===== src/rtl/rv32i_imem_boot_ctrl.sv =====
// Boot loader for the rv32i instruction memory: takes a length-prefixed byte stream,
// writes little-endian words into the memory and holds the core stalled until the load is complete.
module rv32i_imem_boot_ctrl #(
   parameter int ADDR_W = 10,
   parameter int LEN_W  = 16
) (
   input  logic              clk,
   input  logic              rst,
   input  logic              start,
   input  logic [7:0]        rx_data,
   input  logic              rx_valid,
   output logic              rx_ready,
   input  logic [31:0]       pc_addr,
   output logic [ADDR_W-1:0] mem_raddr,
   output logic              fetch_misalign,
   output logic              mem_we,
   output logic [ADDR_W-1:0] mem_waddr,
   output logic [31:0]       mem_wdata,
   output logic              core_stall,
   output logic              busy,
   output logic              done,
   output logic              err,
   output logic [2:0]        state_dbg
);

   // Stream handshake: a byte moves on a rising clk edge where rx_valid & rx_ready are both 1;
   // rx_ready depends only on state, never on rx_valid.

   typedef enum logic [2:0] {
      S_IDLE = 3'd0,
      S_HDR  = 3'd1,
      S_DATA = 3'd2,
      S_DONE = 3'd3,
      S_ERR  = 3'd4
   } state_t;

   localparam logic [32:0] DEPTH = 33'(1) << ADDR_W;

   state_t            state, state_n;
   logic [1:0]        byte_cnt;
   logic [23:0]       hdr_q;
   logic [LEN_W-1:0]  len_q;
   logic [ADDR_W:0]   word_cnt;
   logic              hs;
   logic              start_ok;
   logic              last_byte;
   logic [31:0]       hdr_full;
   logic              hdr_bad;
   logic              hdr_zero;
   logic              last_word_written;

   assign hs        = rx_valid & rx_ready;
   assign last_byte = hs && (byte_cnt == 2'd3);
   assign start_ok  = start && ((state == S_IDLE) || (state == S_DONE) || (state == S_ERR));
   assign hdr_full  = {rx_data, hdr_q};

   // Length must fit in LEN_W bits and must not exceed the memory depth.
   assign hdr_bad  = ((hdr_full >> LEN_W) != 32'd0) || ({1'b0, hdr_full} > DEPTH);
   assign hdr_zero = (hdr_full == 32'd0);

   // word_cnt already points past the word being written while mem_we is high.
   assign last_word_written = mem_we && (LEN_W'(word_cnt) == len_q);

   assign mem_raddr      = pc_addr[ADDR_W+1:2];
   assign fetch_misalign = (state == S_DONE) && (pc_addr[1:0] != 2'b00);
   assign state_dbg      = state;

   logic unused_pc_bits;
   assign unused_pc_bits = &{1'b0, pc_addr[31:ADDR_W+2]};

   always_ff @(posedge clk or posedge rst) begin
      if (rst) begin
         state <= S_IDLE;
      end else begin
         state <= state_n;
      end
   end

   always_comb begin
      state_n    = state;
      rx_ready   = 1'b0;
      core_stall = 1'b1;
      busy       = 1'b0;
      done       = 1'b0;
      err        = 1'b0;
      case (state)
         S_IDLE: begin
            if (start) state_n = S_HDR;
         end
         S_HDR: begin
            rx_ready = 1'b1;
            busy     = 1'b1;
            if (last_byte) begin
               if (hdr_bad)       state_n = S_ERR;
               else if (hdr_zero) state_n = S_DONE;
               else               state_n = S_DATA;
            end
         end
         S_DATA: begin
            rx_ready = 1'b1;
            busy     = 1'b1;
            if (last_word_written) state_n = S_DONE;
         end
         S_DONE: begin
            core_stall = 1'b0;
            done       = 1'b1;
            if (start) state_n = S_HDR;
         end
         S_ERR: begin
            err = 1'b1;
            if (start) state_n = S_HDR;
         end
         default: begin
            state_n = S_IDLE;
         end
      endcase
   end

   always_ff @(posedge clk or posedge rst) begin
      if (rst) begin
         byte_cnt  <= 2'd0;
         hdr_q     <= 24'd0;
         len_q     <= '0;
         word_cnt  <= '0;
         mem_we    <= 1'b0;
         mem_waddr <= '0;
         mem_wdata <= 32'd0;
      end else begin
         mem_we <= 1'b0;
         if (start_ok) begin
            byte_cnt <= 2'd0;
            word_cnt <= '0;
            hdr_q    <= 24'd0;
         end else if (hs) begin
            byte_cnt <= byte_cnt + 2'd1;
            if (state == S_HDR) begin
               // Bytes arrive LSB first; the fourth is consumed directly from rx_data.
               hdr_q <= {rx_data, hdr_q[23:8]};
               if (last_byte) len_q <= hdr_full[LEN_W-1:0];
            end else begin
               case (byte_cnt)
                  2'd0:    mem_wdata[7:0]   <= rx_data;
                  2'd1:    mem_wdata[15:8]  <= rx_data;
                  2'd2:    mem_wdata[23:16] <= rx_data;
                  default: mem_wdata[31:24] <= rx_data;
               endcase
               if (last_byte) begin
                  mem_we    <= 1'b1;
                  mem_waddr <= word_cnt[ADDR_W-1:0];
                  word_cnt  <= word_cnt + 1'b1;
               end
            end
         end
      end
   end

endmodule

===== config.mk =====
export PLATFORM = sky130hd
export DESIGN_NAME = rv32i_imem_boot_ctrl
export DESIGN_NICKNAME = d
export VERILOG_FILES = /design/src/rtl/rv32i_imem_boot_ctrl.sv
export SDC_FILE = /design/constraint.sdc
export NUM_CORES = 1
export LEC_CHECK = 0
export ABC_AREA = 1
export CAP_MARGIN = 15
export CORE_UTILIZATION = 35
export CTS_BUF_LIST = sky130_fd_sc_hd__clkbuf_16
export CTS_CLUSTER_SIZE = 30
export DETAILED_ROUTE_END_ITERATION = 8
export MAX_ROUTING_LAYER = met4
export PLACE_DENSITY = 0.67
export SLEW_MARGIN = 30
export SYNTH_ARGS = -nofsm -noshare
export SYNTH_HDL_FRONTEND = slang
export SYNTH_SLANG_ARGS = --single-unit

===== constraint.sdc =====
create_clock -name clk -period 3.45 [get_ports clk]
set_clock_uncertainty 0.1 [all_clocks]
set_input_delay 0.5175 -clock clk [delete_from_list [all_inputs] [get_ports clk]]
set_output_delay 0.5175 -clock clk [all_outputs]
set_load 0.02 [all_outputs]

==> impl_metrics.py <==
metrics = {
    "synth": {
        "yosys.area_share.xor_xnor_pct": 0,
        "synthCells": 522,
        "syn-num-nets": 571,
        "synth_area_mm2": 0.004501,
        "synth_top_family_by_area": "simple AND/OR/NAND/NOR gates",
        "synthMuxAreaShare_pct": 0,
        "yosysSeqAreaShare_pct": 55.05,
        "yosys_warnings": 0,
        "synth_fa_ha_area_share_pct": 1.390,
        "syn_area_per_cell_um2": 8.622,
        "ys_types": 24,
        "synth-seq-cells": 99,
        "synth_compound_area_share_pct": 13.73,
        "yosys.area_share.simple_pct": 20.18,
    },
    "place": {
        "portBuffers": 65,
        "place_congestion": 0.8792,
        "placed_cell_area_mm2": 0.005235,
        "dp_hpwl_um": 7095,
        "place_ws_ns": 1.071,
        "numPlacedInstances": 736,
    },
    "cts": {
        "clk_latency_ns": 0.35,
        "numCtsBuffers": 9,
        "clk_pin_slew_ns": 0.07,
        "cts_tree": "yes",
        "post_cts_buffers": 0,
        "cts_root_buf": "clkbuf_16",
        "cts.sinks": 99,
        "cts.path.max_buffers": 2,
        "cts_resized": 0,
        "cts_max_level": 3,
        "hold_buffers": 0,
    },
    "sta": {
        "hold_violations": 0,
        "period_share_pct": 72.24,
        "report.final.setup_viol": 0,
        "worst_slack_ns": 0.9578,
        "fin_tns_setup_ns": 0,
        "maxSlewViolCount": 0,
        "rsz0062_at_grt": "no",
        "worstMarginPinSlew_ns": 0.9548,
        "period_needed_ns": 2.492,
        "slew_headroom_pct": 36.34,
        "fmaxAchievable_mhz": 401.2,
    },
    "setup_path": {
        "end_kind": "primary output",
        "path_delay_family": "buffers and inverters",
        "cp_max_fo": 10,
        "cp_cell_sequence": "inv_2 -> nand3_4 -> nand2_2 -> clkdlybuf4s50_1",
        "required_ns": 2.83,
        "critPathMaxStageDelay_ns": 0.62,
        "crit_type": "reg2out",
        "worst_path_max_delay_cell": "clkdlybuf4s50_1",
        "worstPathArrival_ns": 1.87,
        "crit_buf_inv": 2,
        "startpoint_type": "flop",
    },
    "drt": {
        "vias": 3572,
        "wl_um": 9923,
        "via_per_inst": 4.750,
        "wl_per_cell_um": 13.20,
        "drtPass1Iterations": 5,
        "ant_nets": 0,
        "route.detailed.drc": 0,
        "drt_iter0_markers": 226,
    },
    "grt": {
        "grtUsageMet1_pct": 21.08,
        "gr-usage-all-layers_pct": 16.36,
        "overflow": 0,
        "grt_pass1_wl_um": 16330,
        "gr-usage-met2_pct": 25.51,
        "busiest_layer": "met2",
        "use_met3_pct": 4.059,
        "grt_pass1_vias": 3376,
        "antenna_found_initial": 0,
        "grt_max_degree": 66,
    },
    "cells_and_area": {
        "area_growth_pct": 23.13,
        "final_nets": 624,
        "final_area_mm2": 0.005542,
        "final_common_cell": "nand2_1",
        "final_cell_mix": "140 x nand2_1, 99 x dfrtp_1, 68 x inv_1",
        "num-fill-cells": 1203,
        "n_antenna_cell": 0,
        "stdcell_count": 752,
        "layout-drive-gt1-share_pct": 7.931,
    },
    "die": {
        "coreArea_mm2": 0.01257,
        "dieArea_mm2": 0.01332,
        "die_h_um": 115.4,
        "dieWidth_um": 115.4,
        "rows": 41,
        "start_util_pct": 35.81,
        "ios": 106,
    },
    "outcome": {
        "outcome": "finished clean",
    },
    "pwr": {
        "p_leak_nw": 2.535,
        "peakVddDrop_uv": 283.2,
        "p_per_area_mw_per_mm2": 742.3,
    },
    "min_path": {
        "hold_path.class": "reg2reg",
    },
    "run": {
        "maxCapViolCount": 0,
    },
}
-- state kept, by name (all words and copies together) (netlist names) --
signal	count
mem_waddr	10
hdr_q	24
len_q	16
state_dbg	3
mem_we	1
word_cnt	11
byte_cnt	2
mem_wdata	32
-- path summary, 6_finish.rpt --
path / end / slack [ns] / startpoint / cells after the start
min in group asynchronous: mem_wdata[4] / 0.43 / rst / 2
min: mem_waddr[6] / 0.38 / mem_waddr[6] / 2
max: busy / 0.96 / state_dbg[1] / 4
max in group asynchronous: hdr_q[5] / 2.09 / rst / 3
max reg2reg: hdr_q[20] / 1.29 / state_dbg[1] / 6
min reg2reg: mem_waddr[6] / 0.38 / mem_waddr[6] / 2
-- per-stage QoR --
stage                     hold slack (ns)  utilization, %  total power, W
after CTS                          0.3859           44.09        0.004139
after global routing               0.4095           44.09        0.004372
after detailed placement           0.3684           41.65        0.003105
after global placement             0.3648           41.65        0.003062
after floorplan                    0.3530               -        0.002569
final                              0.3815           44.09        0.004113
-- cell families (layout without fill, tap and decap cells) --
| group | count (synthesis) | in the layout |
|---|---|---|
| buf+inv | 98 | 156 |
| simple gates | 212 | 212 |
| fa+ha+maj | 5 | 5 |
| compound gates | 108 | 108 |
| flops | 99 | 99 |
-- cell type report --
| class | instances | area (um2) | share of cell area, % |
|---|---|---|---|
| clock buffer | 9 | 225.2 | 4.064 |
| clock inverter | 7 | 81.33 | 1.468 |
| inverter | 73 | 275.3 | 4.967 |
| multi-input combinational | 325 | 1589 | 28.67 |
| sequential | 99 | 2477 | 44.71 |
| tap | 172 | 215.2 | 3.883 |
| timing repair buffer | 67 | 678.2 | 12.24 |
-- where the power goes --
group | leakage [nW] | switching (W) | total (W) | internal [W]
sequential | 1.33 | 0.000180 | 0.00163 | 0.00145
clock | 0.147 | 0.000457 | 0.00103 | 0.000572
combinational | 1.05 | 0.000876 | 0.00145 | 0.000577
total | 2.54 | 0.00151 | 0.00411 | 0.00260
-- routing by layer --
| metal | share of wire [%] | vias up |
|---|---|---|
| li1 | - | 1759 |
| met1 | 46 | 1711 |
| met2 | 48 | 91 |
| met3 | 5.5 | 11 |
| met4 | 1.1 | 0 |
| met5 | 0 | - |
-- Yosys cell counts (all sizes together) --
library cell    n  area, um2
nand2         144      555.5
dfrtp          99       2477
o21ai          79      440.4
inv            73      274.0
nor2           40      157.6
o22ai          24      150.1
nand3          22      160.2
buf            19      137.6
clkbuf          6      22.52
ha              5      62.56
a21oi           4      20.02
nand4           2      12.51
nor3            2      10.01
or2             2      12.51
o21a            1      7.510
-- worst register-to-register path, delay by kind of cell (launching register included) --
family / cells / cell delay, ns
and+or+nand+nor: 3 / 0.43
AOI/OAI and AO/OA: 2 / 0.90
DFF: 1 / 0.45
buffers and inverters: 1 / 0.11
Note: power is estimated with default switching activity, not from simulation.
